`src/rtl/stream_demux.sv`:
```
// Registered 1-to-CHANNELS valid/ready stream demultiplexer with a per-channel buffer.
// Define STREAM_DEMUX_SKID_EN for 2-deep channel buffers with in_ready decoupled from out_ready.
module stream_demux #(
  parameter int WIDTH    = 1,
  parameter int SIZE     = 1,
  parameter int CHANNELS = 2**SIZE
) (
  input  logic                      clk,
  input  logic                      rst,
  input  logic                      in_valid,
  output logic                      in_ready,
  input  logic [WIDTH-1:0]          in_data,
  input  logic [SIZE-1:0]           in_sel,
  output logic [CHANNELS-1:0]       out_valid,
  input  logic [CHANNELS-1:0]       out_ready,
  output logic [CHANNELS*WIDTH-1:0] out_data
);

  logic                push;
  logic [CHANNELS-1:0] push_ch;
  logic [CHANNELS-1:0] pop_ch;
  logic [CHANNELS-1:0] vld_p0;
  logic [CHANNELS-1:0] vld_nxt;
  logic [WIDTH-1:0]    head_p0 [CHANNELS];

  assign push = in_valid && in_ready;

  always_comb begin
    push_ch = '0;
    if (push) push_ch[in_sel] = 1'b1;
    pop_ch = vld_p0 & out_ready;
  end

`ifdef STREAM_DEMUX_SKID_EN
  logic [1:0]       cnt_p0  [CHANNELS];
  logic [1:0]       cnt_nxt [CHANNELS];
  logic [WIDTH-1:0] tail_p0 [CHANNELS];

  // Ready looks only at registered occupancy, so no out_ready -> in_ready path.
  assign in_ready = (cnt_p0[in_sel] != 2'd2);

  always_comb begin
    cnt_nxt = cnt_p0;
    vld_nxt = vld_p0;
    for (int i = 0; i < CHANNELS; i++) begin
      case ({push_ch[i], pop_ch[i]})
        2'b10:   cnt_nxt[i] = cnt_p0[i] + 2'd1;
        2'b01:   cnt_nxt[i] = cnt_p0[i] - 2'd1;
        default: cnt_nxt[i] = cnt_p0[i];
      endcase
      vld_nxt[i] = (cnt_nxt[i] != 2'd0);
    end
  end

  // ---- stage p0: channel control state ----
  always_ff @(posedge clk) begin
    if (rst) begin
      vld_p0 <= '0;
      for (int i = 0; i < CHANNELS; i++) cnt_p0[i] <= 2'd0;
    end else begin
      vld_p0 <= vld_nxt;
      cnt_p0 <= cnt_nxt;
    end
  end

  // Head takes the new word when it would otherwise be the only entry; tail only when
  // the word queues behind a head that stays.
  always_ff @(posedge clk) begin
    for (int i = 0; i < CHANNELS; i++) begin
      if (push_ch[i] && ((cnt_p0[i] == 2'd0) || ((cnt_p0[i] == 2'd1) && pop_ch[i])))
        head_p0[i] <= in_data;
      else if (pop_ch[i] && (cnt_p0[i] == 2'd2))
        head_p0[i] <= tail_p0[i];
      if (push_ch[i] && (cnt_p0[i] == 2'd1) && !pop_ch[i])
        tail_p0[i] <= in_data;
    end
  end
`else
  // A full channel can still take a word in the cycle its consumer drains it.
  assign in_ready = !vld_p0[in_sel] || out_ready[in_sel];

  always_comb begin
    vld_nxt = vld_p0;
    for (int i = 0; i < CHANNELS; i++) begin
      if (push_ch[i])     vld_nxt[i] = 1'b1;
      else if (pop_ch[i]) vld_nxt[i] = 1'b0;
    end
  end

  // ---- stage p0: channel control state ----
  always_ff @(posedge clk) begin
    if (rst) vld_p0 <= '0;
    else     vld_p0 <= vld_nxt;
  end

  always_ff @(posedge clk) begin
    for (int i = 0; i < CHANNELS; i++) begin
      if (push_ch[i]) head_p0[i] <= in_data;
    end
  end
`endif

  assign out_valid = vld_p0;

  for (genvar g = 0; g < CHANNELS; g++) begin : g_pack
    assign out_data[g*WIDTH +: WIDTH] = head_p0[g];
  end

endmodule

```
`config.mk`:
```
export PLATFORM = sky130hd
export DESIGN_NAME = stream_demux
export DESIGN_NICKNAME = d
export VERILOG_FILES = /design/src/rtl/stream_demux.sv
export SDC_FILE = /design/constraint.sdc
export NUM_CORES = 1
export LEC_CHECK = 0
export CAP_MARGIN = 20
export CORE_AREA = 2 2 39 41
export CTS_BUF_LIST = sky130_fd_sc_hd__clkbuf_4 sky130_fd_sc_hd__clkbuf_8
export CTS_CLUSTER_SIZE = 12
export DETAILED_ROUTE_END_ITERATION = 7
export DIE_AREA = 0 0 41 43
export PLACE_DENSITY = 0.47
export SLEW_MARGIN = 20
export SYNTH_ARGS = -nofsm -noshare
export SYNTH_HDL_FRONTEND = slang
export SYNTH_SLANG_ARGS = --single-unit
```
`constraint.sdc`:
```
create_clock -name clk -period 1.1 [get_ports clk]
set_input_delay 0.22 -clock clk [delete_from_list [all_inputs] [get_ports clk]]
set_output_delay 0.22 -clock clk [all_outputs]
set_load 0.03 [all_outputs]
```
==> results.rst, run 1 <==
.. list-table::
   :header-rows: 1

   * - Metric
     - Value
   * - Maximum fanout along the worst path
     - 3
   * - Count of input and output buffers
     - 11
   * - Arrival @ worst endpoint
     - 1.04 ns
   * - Actual transition at the worst max-transition pin
     - 0.134 ns
   * - Flop and latch count out of synthesis
     - 4
   * - Min-Delay Startpoint
     - out_ready[1]
   * - Peak Freq
     - 0.796 GHz
   * - Vert. Die Dim
     - 43 microns
   * - Total placed instance area
     - 317 sq um
   * - Net count after synthesis
     - 20
   * - Number of warnings issued by yosys
     - 0
   * - Wire length of the first global-routing pass
     - 586 microns
   * - Die Area
     - 0.00176 sq mm
   * - Largest vdd supply drop
     - 0.430 mV
   * - Initial antenna violation count
     - 0
   * - Die X
     - 41 microns
   * - Worst Hold Depth
     - 3
   * - Worst reg-to-reg setup slack
     - 0.19 ns
   * - Routability-driven placement congestion ratio
     - 0.624
   * - Distinct cell type count of the synthesized netlist
     - 8
   * - Final period util
     - 114%
   * - Netlist Area Pre-Place
     - 171 sq um
   * - Routed vias
     - 150
   * - Pin count of the biggest net entering global routing
     - 4
   * - Post-route antenna net violation count
     - 0
   * - Average instance area after synthesis
     - 13.2 sq um
   * - Maximum clock path buffer count
     - 2
   * - Capture instance of the worst register-to-register path
     - head_p0[0][0]
   * - Kind of start point of the critical path
     - flip-flop
   * - Final number of hold-violating endpoints
     - 0
   * - Number of global-route vias before repair
     - 154
   * - Cell at the root of the clock tree
     - sky130_fd_sc_hd__clkbuf_4
   * - Seq/Total Area, Yosys
     - 58.4%
   * - Clk sink count
     - 4
   * - Final Skew
     - 0.0000187 ns
   * - Final Instance Area
     - 350 sq um
   * - Cell Rows
     - 14
   * - DP Worst Slack
     - -0.770 ns
   * - Diodes inserted
     - 0
   * - Type of the worst setup path
     - reg2out
   * - HP Class
     - in2reg
   * - Drt total wl
     - 372 microns
   * - Post-route minimum period
     - 1.26 ns
   * - Hold Path Sink
     - out_valid[1]
   * - Drt via density
     - 3.26
   * - Total gr overflow
     - 0
   * - Clock-pin slew reported for the worst setup and hold paths after clock tree synthesis
     - 0.04 ns
   * - Leakage power summed over all cells
     - 0.154 nW
   * - Worst R2R Path Depth
     - 3
   * - Iter 0 DRT Violations
     - 0
   * - Outcome
     - complete, but fails checks
   * - Clock Latency Late Sink
     - 0.23 ns
   * - Effective utilization at floorplan
     - 12.4%
   * - Worst relative slew slack
     - 91.1%
   * - R2r startpoint
     - out_valid[0]
   * - Syn-to-layout area delta
     - 104%
   * - Ports
     - 12
   * - Average detailed-routed wire length per instance
     - 8.09 microns
   * - CP Capture Type
     - primary output
   * - Number of buffers inserted during clock tree synthesis
     - 3
   * - Fraction of final layout cells sized beyond drive strength 1
     - 53.3%
   * - Number of nets at the end of the flow
     - 39
   * - CTS tree
     - done
   * - Area of the core
     - 0.00138 sq mm
   * - Fill cell instance count of the final layout
     - 148
   * - Final Setup Violations
     - 1
   * - Power density cells
     - 1220 mW/mm^2
   * - Slew Limit Fails
     - 0
   * - Global-route usage over all layers
     - 5.85%
   * - Failing checks
     - negative setup slack
   * - Iteration count of the initial detailed-routing pass
     - 1
   * - DR DRC count
     - 0
   * - Required time at the worst-slack endpoint
     - 0.88 ns
   * - Setup repair after global routing missed its margin
     - yes
   * - Worst-case setup margin in the final layout
     - -0.156 ns
   * - Cells after Synth
     - 13
   * - Number of H-tree branching levels
     - 1
   * - Max-cap viol count
     - 0
[area by class of cell]
| cell class | instances | area [sq um] | area share, % |
|---|---|---|---|
| repair buffers | 14 | 128 | 36.4 |
| flip-flops and latches | 4 | 105 | 30.0 |
| multi-input cells | 9 | 75.1 | 21.4 |
| clock buffers | 3 | 22.5 | 6.43 |
| well taps | 16 | 20.0 | 5.71 |
[repair_timing]
action,in CTS,in global routing
endpoints found under the setup margin,1,2
hold buffers,0,0
buffers inserted,1,0
resized for setup,12,2
[per-stage QoR]
step	hold slack [ns]	utilization (%)	instances	TNS [ns]	power, mW
finish	0.400	25.3	46	-0.156	0.426
global route	0.416	25.3	46	-0.201	0.452
CTS	0.400	25.4	47	-0.235	0.443
detailed placement	0.484	22.9	43	-1.17	0.253
global placement	0.478	22.9	43	-1.11	0.251
floorplan	0.282	-	13	0	0.206
[worst max-delay path, stage by stage, from the launching register on]
cell                       delay (ns)
sky130_fd_sc_hd__dfxtp_4         0.35
sky130_fd_sc_hd__nand2b_4        0.05
sky130_fd_sc_hd__mux2_4          0.26
sky130_fd_sc_hd__buf_6           0.14
[cells in the mapped netlist, drive strengths merged]
library cell | number | area share, %
nand2 | 1 | 2.2
edfxtp | 2 | 35
nand2b | 3 | 20
mux2 | 1 | 6.6
nor2b | 2 | 7.3
dfxtp | 2 | 23
a21oi | 2 | 5.8
[worst max path at each step]
stage | from | end | slack (ns) | cells past startpoint
6_report | out_valid[1] | in_ready | -0.16 | 3
3_3_place_gp | in_sel | in_ready | -0.75 | 3
2_1_floorplan | out_valid[1] | in_ready | 0.05 | 2
3_5_place_dp | in_sel | in_ready | -0.77 | 3
4_1_cts | out_valid[0] | in_ready | -0.17 | 3
5_1_grt | out_valid[0] | in_ready | -0.20 | 3
[power breakdown]
part	switching (mW)	internal, mW
clock network	0.0545	0.122
registers	0.00509	0.165
logic	0.0338	0.0460
total	0.0934	0.332
[placed cells by master, fill, tap and decap left out]
cell type / synthesis / final
sky130_fd_sc_hd__clkdlybuf4s50_1: 0 / 3
sky130_fd_sc_hd__nand2b_4: 2 / 2
sky130_fd_sc_hd__nor2b_1: 2 / 2
sky130_fd_sc_hd__dfxtp_2: 0 / 1
sky130_fd_sc_hd__nand2b_1: 1 / 1
sky130_fd_sc_hd__buf_6: 0 / 3
sky130_fd_sc_hd__dlygate4sd2_1: 0 / 3
sky130_fd_sc_hd__clkbuf_4: 0 / 3
sky130_fd_sc_hd__edfxtp_1: 2 / 2
sky130_fd_sc_hd__nand2_1: 1 / 1
sky130_fd_sc_hd__dfxtp_4: 0 / 1
sky130_fd_sc_hd__buf_4: 0 / 5
sky130_fd_sc_hd__a21oi_1: 2 / 2
sky130_fd_sc_hd__mux2_4: 0 / 1
[metal layers]
metal  share of wire, %  wire (microns)  global-route usage, %  vias to the layer above
li1                   -               -                      -                       78
met1                 35             129                   4.89                       60
met2                 45             167                   7.50                       12
met3                 20              75                   3.66                        0
met4                  0               0                   8.00                        0
met5                  0               0                      0                        -
[flip-flops by register name (all words and copies together), names as in the netlist]
name,count
head_p0,2
out_valid,2
[cells by family after synthesis]
family / after synthesis / synth area share, %
AND/OR/NAND/NOR: 6 / 29.2
flip-flops: 4 / 58.4
AO/OA/AOI/OAI: 2 / 5.84
multiplexers: 1 / 6.57
Note: power is estimated with default switching activity, not from simulation.
==> run 2, diff against run 1 <==
--- a/config.mk
+++ b/config.mk
@@ -8,11 +8,9 @@
 export CAP_MARGIN = 20
 export CORE_AREA = 2 2 39 41
 export CTS_BUF_LIST = sky130_fd_sc_hd__clkbuf_4 sky130_fd_sc_hd__clkbuf_8
-export CTS_CLUSTER_SIZE = 12
 export DETAILED_ROUTE_END_ITERATION = 7
 export DIE_AREA = 0 0 41 43
 export PLACE_DENSITY = 0.47
-export SLEW_MARGIN = 20
 export SYNTH_ARGS = -nofsm -noshare
 export SYNTH_HDL_FRONTEND = slang
 export SYNTH_SLANG_ARGS = --single-unit
==> results of run 2 <==
No change in the layout: final DEF, timing and power equal those of run 1.
==> run 3, diff against run 2 <==
--- a/config.mk
+++ b/config.mk
@@ -11,6 +11,7 @@
 export DETAILED_ROUTE_END_ITERATION = 7
 export DIE_AREA = 0 0 41 43
 export PLACE_DENSITY = 0.47
+export SKIP_CTS_REPAIR_TIMING = 1
 export SYNTH_ARGS = -nofsm -noshare
 export SYNTH_HDL_FRONTEND = slang
 export SYNTH_SLANG_ARGS = --single-unit
==> run 3 against run 2 <==
Compared with the run above: the run still ends with negative setup slack left; final cell count stayed put; global-route usage decreased by 0.10 points; register-to-register slack about the same; design area increased by 0.36%; via count unchanged; utilization rose by 0.090 points; power up 0.12%; wire length increased by 0.81%; clock-buffer cell count is the same; worst setup slack better by 0.00079 ns; fmax is essentially flat; clock skew unchanged; critical endpoint unchanged.
==> results.rst, run 3 (synthesized netlist as in run 1, its figures left out) <==
.. list-table::
   :header-rows: 1

   * - Metric
     - Value
   * - Outcome
     - complete, but fails checks (unchanged)
   * - Failing checks
     - negative setup slack (unchanged)
   * - Combined area of the multi-input logic cells
     - 75.1 sq um (unchanged)
   * - Pin count of the biggest net entering global routing
     - 4 (unchanged)
   * - Drt via density
     - 3.26 (unchanged)
   * - Final period util
     - 114% (about the same)
   * - DR DRC count
     - 0 (unchanged)
   * - Worst-case setup margin in the final layout
     - -0.156 ns (about the same)
   * - Most frequent standard cell in the layout excluding fill and tap cells
     - sky130_fd_sc_hd__buf_4 (unchanged)
   * - Initial antenna violation count
     - 0 (unchanged)
   * - Flop pwr share
     - 40.1% (was 39.9%)
   * - Clk sink count
     - 4 (unchanged)
   * - Max-cap viol count
     - 0 (unchanged)
   * - Vert. Die Dim
     - 43 microns (unchanged)
   * - Setup Total Neg Slack
     - -0.156 ns (about the same)
   * - Maximum clock path buffer count
     - 2 (unchanged)
   * - Part of the power in the clock network
     - 41.3% (was 41.4%)
   * - Leakage power summed over all cells
     - 0.175 nW (was 0.154 nW)
   * - Syn-to-layout area delta
     - 105% (was 104%)
   * - Proportion of power drawn by combinational gates
     - 18.5% (was 18.7%)
   * - Final Setup Violations
     - 1 (unchanged)
   * - Average detailed-routed wire length per instance
     - 8.15 microns (was 8.09 microns)
   * - Final number of hold-violating endpoints
     - 0 (unchanged)
   * - Arrival @ worst endpoint
     - 1.04 ns (about the same)
   * - GR Util met2
     - 7.19% (was 7.50%)
   * - Total area of sequential cells
     - 103 sq um (was 105 sq um)
   * - Total instance count after detailed placement
     - 43 (unchanged)
   * - Largest vdd supply drop
     - 0.432 mV (was 0.430 mV)
   * - Drt total wl
     - 375 microns (was 372 microns)
   * - Startpoint of the worst setup timing path
     - out_valid[0] (was out_valid[1])
   * - Wire length of the first global-routing pass
     - 579 microns (was 586 microns)
   * - Count of input and output buffers
     - 11 (unchanged)
   * - Peak Freq
     - 0.796 GHz (about the same)
   * - Met1 usage
     - 4.89% (unchanged)
   * - Maximum fanout along the worst path
     - 2 (was 3)
   * - Layer with the highest usage
     - met4 (unchanged)
   * - Cell at the root of the clock tree
     - sky130_fd_sc_hd__clkbuf_4 (unchanged)
   * - Routability-driven placement congestion ratio
     - 0.624 (unchanged)
   * - Iteration count of the initial detailed-routing pass
     - 1 (unchanged)
   * - Routed vias
     - 150 (unchanged)
   * - Total placed instance area
     - 317 sq um (unchanged)
   * - Clock-pin slew reported for the worst setup and hold paths after clock tree synthesis
     - 0.04 ns (about the same)
   * - CP Capture Type
     - primary output (unchanged)
   * - Clock Latency Late Sink
     - 0.23 ns (about the same)
   * - Post-route minimum period
     - 1.26 ns (about the same)
   * - Internal power summed over all cells
     - 0.334 mW (was 0.332 mW)
   * - Highest-count cells in the layout ignoring fill and taps
     - 7 x sky130_fd_sc_hd__buf_4, 3 x sky130_fd_sc_hd__clkbuf_4, 3 x sky130_fd_sc_hd__clkdlybuf4s50_1, 3 x sky130_fd_sc_hd__dlymetal6s2s_1 (was 5 x sky130_fd_sc_hd__buf_4, 3 x sky130_fd_sc_hd__clkbuf_4, 3 x sky130_fd_sc_hd__clkdlybuf4s50_1, 3 x sky130_fd_sc_hd__dlygate4sd2_1, 3 x sky130_fd_sc_hd__buf_6)
   * - Die Area
     - 0.00176 sq mm (unchanged)
   * - Fraction of final layout cells sized beyond drive strength 1
     - 53.3% (unchanged)
   * - Number of buffers inserted during clock tree synthesis
     - 3 (unchanged)
   * - Final Instance Area
     - 352 sq um (was 350 sq um)
   * - Kind of start point of the critical path
     - flip-flop (unchanged)
   * - Worst relative slew slack
     - 91.1% (about the same)
   * - WHS
     - 0.298 ns (was 0.400 ns)
   * - Min-Delay Startpoint
     - out_ready[1] (unchanged)
   * - Switching part of the total power
     - 21.8% (was 21.9%)
   * - Fill cell instance count of the final layout
     - 147 (was 148)
   * - Net switching power figure
     - 0.0929 mW (was 0.0934 mW)
   * - R2r startpoint
     - out_valid[0] (unchanged)
   * - Number of H-tree branching levels
     - 1 (unchanged)
   * - Setup repair after global routing missed its margin
     - yes (unchanged)
   * - Type of the worst setup path
     - reg2out (unchanged)
   * - Diodes inserted
     - 0 (unchanged)
   * - Area of the core
     - 0.00138 sq mm (unchanged)
   * - Number of global-route vias before repair
     - 152 (was 154)
   * - Final Skew
     - 0.0000187 ns (unchanged)
   * - Power density cells
     - 1210 mW/mm^2 (was 1220 mW/mm^2)
   * - Slew Limit Fails
     - 0 (unchanged)
   * - Actual transition at the worst max-transition pin
     - 0.133 ns (was 0.134 ns)
   * - Number of nets at the end of the flow
     - 39 (unchanged)
   * - Effective utilization at floorplan
     - 12.4% (unchanged)
   * - CTS tree
     - done (unchanged)
   * - Ports
     - 12 (unchanged)
   * - Layout Cells excl Fill
     - 46 (unchanged)
   * - Die X
     - 41 microns (unchanged)
   * - Iter 0 DRT Violations
     - 0 (unchanged)
   * - Fin util
     - 25.4% (was 25.3%)
   * - Global-route usage over all layers
     - 5.75% (was 5.85%)
   * - Post-route antenna net violation count
     - 0 (unchanged)
   * - Cell Rows
     - 14 (unchanged)
   * - Required time at the worst-slack endpoint
     - 0.88 ns (about the same)
   * - Met3 layer usage reported by global route
     - 3.66% (unchanged)
   * - HP Class
     - in2reg (unchanged)
   * - Total gr overflow
     - 0 (unchanged)
run 3: worst max-delay path, cell delays in order (launching register included):
cell and delay, ns:
sky130_fd_sc_hd__dfxtp_2 0.34, sky130_fd_sc_hd__nand2b_4 0.05, sky130_fd_sc_hd__mux2_4 0.27, sky130_fd_sc_hd__buf_6 0.14
run 3: path summary, 6_finish.rpt:
kind | slack (ns) | depth (start not counted) | to
worst max-delay path | -0.16 | 3 | in_ready
worst min-delay path | 0.30 | 3 | out_valid[1]
worst max register to register | 0.19 | 3 | head_p0[0][0]
worst min register to register | 0.49 | 2 | out_valid[1]
run 3: layout make-up:
type | instances | area share [%]
clock buffer | 3 | 6.41
multi-input combinational | 9 | 21.4
tap | 16 | 5.69
timing repair buffer | 14 | 37.4
sequential | 4 | 29.2
run 3: metrics by stage:
step | total power, mW | setup slack (ns)
final | 0.426 | -0.156
after global routing | 0.453 | -0.201
after CTS | 0.441 | -0.777
after detailed placement | 0.253 | -0.770
after global placement | 0.251 | -0.752
after floorplan | 0.206 | 0.0490
run 3: per-layer routing:
metal  vias up  routed length, microns  part of all wire (%)
li1         78                       -                     -
met1        60                     131                    35
met2        12                     165                    44
met3         0                      78                    21
met4         0                       0                     0
met5         -                       0                     0
run 3: power by group through the flow:
stage / Combinational [mW] / Clock (mW) / Sequential (mW)
floorplan: 0.0190 / 0 / 0.187
global placement: 0.0781 / 0 / 0.173
detailed placement: 0.0793 / 0 / 0.174
CTS: 0.0795 / 0.190 / 0.171
global route: 0.0848 / 0.196 / 0.172
finish: 0.0790 / 0.176 / 0.171
